### src/rtl/sigmoid_arbiter_if.sv
// rtl/sigmoid_arbiter_if.sv - request, sigmoid datapath and response signals of sigmoid_arbiter
interface sigmoid_arbiter_if;
   logic        req0_valid;
   logic [15:0] req0_x;
   logic        req0_ready;
   logic        req1_valid;
   logic [15:0] req1_x;
   logic        req1_ready;
   logic [15:0] sig_x;
   logic [15:0] sig_y;
   logic        rsp_valid;
   logic [15:0] rsp_y;
   logic        rsp_id;
   logic        rsp_ready;
   logic        busy;

   modport slave (
      input  req0_valid, req0_x, req1_valid, req1_x, sig_y, rsp_ready,
      output req0_ready, req1_ready, sig_x, rsp_valid, rsp_y, rsp_id, busy
   );

   modport master (
      output req0_valid, req0_x, req1_valid, req1_x, sig_y, rsp_ready,
      input  req0_ready, req1_ready, sig_x, rsp_valid, rsp_y, rsp_id, busy
   );
endinterface

### src/rtl/sigmoid_arbiter.sv
// rtl/sigmoid_arbiter.sv - two-requester round-robin front end for a shared combinational sigmoid
module sigmoid_arbiter #(
   parameter int unsigned SETTLE_CYCLES = 1
) (
   input  logic             clk,
   input  logic             rst_n,
   sigmoid_arbiter_if.slave bus
);
   typedef enum logic [1:0] {
      ST_IDLE = 2'd0,
      ST_EVAL = 2'd1,
      ST_RESP = 2'd2
   } state_t;

   localparam logic [3:0] LP_CNT_LAST = 4'(SETTLE_CYCLES - 1);

   state_t      r_state;
   state_t      w_state_nxt;
   logic [15:0] r_x;
   logic [15:0] r_y;
   logic        r_id;
   logic        r_last_id;
   logic [3:0]  r_cnt;
   logic        w_idle;
   logic        w_gnt1;
   logic        w_rdy0;
   logic        w_rdy1;
   logic        w_accept;
   logic        w_settled;

   // Readys are gated by rst_n so nothing is offered while reset is held.
   assign w_idle    = rst_n && (r_state == ST_IDLE);
   assign w_gnt1    = bus.req1_valid && (!bus.req0_valid || !r_last_id);
   assign w_rdy0    = w_idle && bus.req0_valid && !w_gnt1;
   assign w_rdy1    = w_idle && w_gnt1;
   assign w_accept  = w_rdy0 || w_rdy1;
   assign w_settled = (r_state == ST_EVAL) && (r_cnt == LP_CNT_LAST);

   always_ff @(posedge clk or negedge rst_n) begin
      if (!rst_n) begin
         r_state <= ST_IDLE;
      end else begin
         r_state <= w_state_nxt;
      end
   end

   always_comb begin
      w_state_nxt = r_state;
      case (r_state)
         ST_IDLE: if (w_accept)      w_state_nxt = ST_EVAL;
         ST_EVAL: if (w_settled)     w_state_nxt = ST_RESP;
         ST_RESP: if (bus.rsp_ready) w_state_nxt = ST_IDLE;
         default:                    w_state_nxt = ST_IDLE;
      endcase
   end

   // x_reg only changes on an accept so the datapath input is stable while settling.
   always_ff @(posedge clk or negedge rst_n) begin
      if (!rst_n) begin
         r_x       <= 16'h0000;
         r_y       <= 16'h0000;
         r_id      <= 1'b0;
         r_last_id <= 1'b1;
         r_cnt     <= 4'd0;
      end else if (w_accept) begin
         r_x       <= w_rdy1 ? bus.req1_x : bus.req0_x;
         r_id      <= w_rdy1;
         r_last_id <= w_rdy1;
         r_cnt     <= 4'd0;
      end else if (r_state == ST_EVAL) begin
         r_cnt <= r_cnt + 4'd1;
         if (w_settled) begin
            r_y <= bus.sig_y;
         end
      end
   end

   assign bus.req0_ready = w_rdy0;
   assign bus.req1_ready = w_rdy1;
   assign bus.sig_x      = r_x;
   assign bus.rsp_valid  = (r_state == ST_RESP);
   assign bus.rsp_y      = r_y;
   assign bus.rsp_id     = r_id;
   assign bus.busy       = (r_state != ST_IDLE);
endmodule

### src/flat_wrapper.sv
// flat-port wrapper written by rule: the top's interface ports become plain ports
module sigmoid_arbiter_flat 
#(
   parameter int unsigned SETTLE_CYCLES = 1
)
  (clk, rst_n, bus_req0_valid, bus_req0_x, bus_req1_valid, bus_req1_x, bus_sig_y, bus_rsp_ready, bus_req0_ready, bus_req1_ready, bus_sig_x, bus_rsp_valid, bus_rsp_y, bus_rsp_id, bus_busy);
  sigmoid_arbiter_if bus_i ();
  input  logic clk;
  input  logic rst_n;
  input wire logic [$bits(bus_i.req0_valid)-1:0] bus_req0_valid;
  input wire logic [$bits(bus_i.req0_x)-1:0] bus_req0_x;
  input wire logic [$bits(bus_i.req1_valid)-1:0] bus_req1_valid;
  input wire logic [$bits(bus_i.req1_x)-1:0] bus_req1_x;
  input wire logic [$bits(bus_i.sig_y)-1:0] bus_sig_y;
  input wire logic [$bits(bus_i.rsp_ready)-1:0] bus_rsp_ready;
  output wire logic [$bits(bus_i.req0_ready)-1:0] bus_req0_ready;
  output wire logic [$bits(bus_i.req1_ready)-1:0] bus_req1_ready;
  output wire logic [$bits(bus_i.sig_x)-1:0] bus_sig_x;
  output wire logic [$bits(bus_i.rsp_valid)-1:0] bus_rsp_valid;
  output wire logic [$bits(bus_i.rsp_y)-1:0] bus_rsp_y;
  output wire logic [$bits(bus_i.rsp_id)-1:0] bus_rsp_id;
  output wire logic [$bits(bus_i.busy)-1:0] bus_busy;
  assign bus_i.req0_valid = bus_req0_valid;
  assign bus_i.req0_x = bus_req0_x;
  assign bus_i.req1_valid = bus_req1_valid;
  assign bus_i.req1_x = bus_req1_x;
  assign bus_i.sig_y = bus_sig_y;
  assign bus_i.rsp_ready = bus_rsp_ready;
  assign bus_req0_ready = bus_i.req0_ready;
  assign bus_req1_ready = bus_i.req1_ready;
  assign bus_sig_x = bus_i.sig_x;
  assign bus_rsp_valid = bus_i.rsp_valid;
  assign bus_rsp_y = bus_i.rsp_y;
  assign bus_rsp_id = bus_i.rsp_id;
  assign bus_busy = bus_i.busy;
  sigmoid_arbiter #(.SETTLE_CYCLES(SETTLE_CYCLES)) u_core (.clk(clk), .rst_n(rst_n), .bus(bus_i));
endmodule
### config.mk
export PLATFORM = sky130hd
export DESIGN_NAME = sigmoid_arbiter_flat
export DESIGN_NICKNAME = d
export VERILOG_FILES = /design/src/rtl/sigmoid_arbiter_if.sv /design/src/rtl/sigmoid_arbiter.sv /design/src/flat_wrapper.sv
export SDC_FILE = /design/constraint.sdc
export NUM_CORES = 1
export LEC_CHECK = 0
export ABC_AREA = 0
export BUFFER_PORTS_ARGS = -buffer_cell sky130_fd_sc_hd__clkbuf_2
export CAP_MARGIN = 5
export CORE_ASPECT_RATIO = 1.75
export CORE_MARGIN = 1.5
export CORE_UTILIZATION = 46
export CTS_CLUSTER_DIAMETER = 30
export DETAILED_ROUTE_END_ITERATION = 10
export PLACE_DENSITY = 0.87
export SYNTH_ARGS = -nofsm -noshare
export SYNTH_HDL_FRONTEND = slang
export SYNTH_SLANG_ARGS = --single-unit
### constraint.sdc
create_clock -name clk -period 1.9 [get_ports clk]
set_clock_uncertainty 0.15 [all_clocks]
set_input_delay 0.095 -clock clk [delete_from_list [all_inputs] [get_ports clk]]
set_output_delay 0.095 -clock clk [all_outputs]
set_load 0.005 [all_outputs]
==> metrics.md <==
| Metric | Value |
|---|---|
| Status | `complete, no violations` |
| Pwr Density | `1330 mW/mm^2` |
| Final #Nets | `363` |
| Worst EP arrival | `1.59 ns` |
| Detail Placement HPWL | `3350 microns` |
| Syn Area/Cell | `11.3 sq um` |
| Slew @ Worst Pin | `0.744 ns` |
| Initial antenna violation count | `0` |
| Cells along the critical path | `or3b_4 -> nor2_2 -> clkbuf_2` |
| CTS Buffer Depth | `2` |
| Post-synth ARST share | `100%` |
| Ys flop type | `dfrtp_1` |
| Synthesized instance count | `168` |
| Cts bufs inserted | `5` |
| Largest net degree at the start of global routing | `29` |
| Crit path kind | `register to output pin` |
| Final hold slack | `0.00692 ns` |
| Post-synth cell types | `33` |
| CP top delay family | `simple AND/OR/NAND/NOR gates` |
| GRT Util Overall | `28.1%` |
| PortBufs | `89` |
| H-tree Lvls | `2` |
| Core area | `0.00390 sq mm` |
| Max_slew headroom | `50.1%` |
| Hold Crit Depth | `3` |
| HP Class | `input pin to register` |
| Reg power frac | `39.0%` |
| Min cycle time layout | `1.83 ns` |
| First-pass GRT wire length | `9350 microns` |
| R2R cell count | `6` |
| Synth Warn # | `0` |
| Starting Density | `48.5%` |
| Clk slew on worst S/H paths | `0.08 ns` |
| Die H | `87.8 microns` |
| Clock sinks | `40` |
| Initial drt markers | `42` |
| Max-cap violations | `0` |
| Crit path launch type | `register` |
| I/O pin count | `90` |
| Critical path required time | `1.65 ns` |
| Combinational share of power | `43.4%` |
| Drc violations | `0` |
| Ant diodes | `0` |
| NetSw | `1400 uW` |
| Share of layout cells above drive strength 1 | `42.4%` |
| Clock power share | `17.6%` |
| Synth Net Count | `223` |
| Largest stage delay, worst path | `0.50 ns` |
| Overall routed net length | `6290 microns` |
| Worst vdd ir | `1.03 mV` |
| DR vias/cell | `5.52` |
| TNS Setup | `0 ns` |
| Detailed-route via count | `1969` |
| Synth area leaders | `dfrtp_1 52%, mux2_4 7.1%, a31oi_1 5.3%, a21oi_1 4.8%, nand3_1 4.5%` |
| Vias in the first global route | `2045` |
| DRT Pass-1 Iters | `4` |
| Tcrit/Tclk final | `96.5%` |
| Yosys reg bits | `40` |
| Routed WL per cell | `17.6 microns` |
| Synthesized cell area | `0.00189 sq mm` |
| Crit-path max FO | `14` |
| Final setup fails | `0` |
| Cell-internal power | `2600 uW` |
| Site row count | `30` |
| CP Capture Type | `output pin` |
| Slowest cell on crit path | `or3b_4` |
| Leak Pwr | `0.00145 uW` |
| Crit path depth | `3` |
| Synth-to-layout area growth | `58.7%` |
| DRT antenna net count | `0` |
| Clock latency on the worst-skew pair | `0.30 ns` |
| RSZ-0062 raised after global routing | `false` |
| Fmax achieved | `0.546 GHz` |
| Full die area | `0.00452 sq mm` |
| Max-slew violation count | `0` |
| Final Hold Fails | `0` |
| Bufs and invs on worst path | `1` |
| Post-synth top area share | `51.6%` |
| Placer Congestion | `0.764` |
| Area leader, netlist | `dfrtp_1` |
| Die X | `51.5 microns` |
| Post-synth EDFFs | `0` |
| Sequential element share of the synthesized area | `53.0%` |
| Grt ovf | `0` |
| CTS tree | `done` |
| Root Driver | `clkbuf_8` |
| Sw frac | `35.0%` |
path summary, 6_finish.rpt:
kind / startpoint / slack (ns) / end
worst max-delay path: u_core.r_state[0] / 0.07 / bus_req1_ready
worst min-delay path: bus_req0_valid / 0.007 / u_core.bus.rsp_id
worst max register to register: u_core.r_cnt[0] / 0.09 / u_core.bus.rsp_y[14]
worst min register to register: u_core.bus.rsp_id / 0.33 / u_core.bus.rsp_id
max in group asynchronous: rst_n / 1.06 / u_core.r_last_id
min in group asynchronous: rst_n / 0.15 / u_core.r_state[0]
power by group through the flow:
stage | sequential, uW | combinational, uW | clock [uW]
final | 1560 | 1740 | 706
after global routing | 1600 | 1890 | 750
after CTS | 1540 | 1670 | 702
after detailed placement | 1550 | 1580 | 0
after global placement | 1530 | 1520 | 0
after floorplan | 1540 | 980 | 0
stage by stage:
stage	total power (uW)	std cells	cell area [sq um]	setup WS [ns]	utilization, %
final	4000	357	3000	0.0670	76.9
after global routing	4250	357	3000	0.00225	76.9
after CTS	3910	356	2990	0.0000446	76.5
after detailed placement	3120	298	2360	0.0161	60.6
after global placement	3040	298	2360	0.0717	60.6
after floorplan	2520	168	1890	0.171	-
kinds of logic after synthesis:
kind of cell	after synthesis	synth area share, %
simple gates	33	10.1
compound gates	57	16.9
xor+xnor	2	0.926
flops	40	53.0
fa+ha+maj	2	1.32
buf+inv	17	5.89
mux	17	11.8
area by class of cell:
type,count,area [sq um]
Clock buffer,5,68.8
Clock inverter,3,42.5
Fill cell,274,901
Inverter,4,15.0
Multi-Input combinational cell,111,800
Sequential cell,40,1000
Tap cell,48,60.1
Timing Repair Buffer,146,1010
Yosys cell counts (3+ instances only):
cell,count
a21oi_1,18
a31oi_1,16
buf_2,7
buf_6,3
dfrtp_1,39
inv_1,4
mux2_2,7
mux2_4,9
nand3_1,17
nor2_1,4
o21ai_0,17
registers in the layout, summed over array words and instances (netlist names):
signal             flops
u_core.bus.rsp_y      16
u_core.bus.sig_x      16
u_core.r_cnt           4
u_core.r_state         2
u_core.bus.rsp_id      1
u_core.r_last_id       1
placed cells by master, fill, tap and decap left out, types with 2 or more instances in the layout:
master and count:
mux2_2 7, inv_1 4, or2_2 2, a21o_1 2
nand2b_1 2, a21oi_1 18, mux2_4 9, a31oi_1 16
o21ai_0 17, clkbuf_8 5, dfrtp_1 39, clkbuf_2 89
ha_1 2, nand3_1 17, buf_4 5, nor2_1 3
dlygate4sd3_1 50
routing by layer:
| metal | up-vias | global-route usage (%) | wire length (microns) |
|---|---|---|---|
| li1 | 885 | - | - |
| met1 | 963 | 28.2 | 2060 |
| met2 | 99 | 53.0 | 3620 |
| met3 | 22 | 5.29 | 375 |
| met4 | 0 | 14.1 | 235 |
| met5 | - | 0 | 0 |
repair_timing:
action | in CTS | in global routing
setup endpoints to repair | 2 | 20
endpoints found under the hold margin | 72 | 0
buffers inserted | 0 | 1
pin swaps | 0 | 2
gates resized for setup | 3 | 3
hold buffers | 50 | 0
worst reg2reg max path: cells and delay by family, from the launching register on:
family	cells	cell delay (ns)
mux	1	0.38
flops	1	0.37
buf+inv	2	0.36
simple gates	2	0.24
fa+ha+maj	1	0.19
Note: power is estimated with default switching activity, not from simulation.
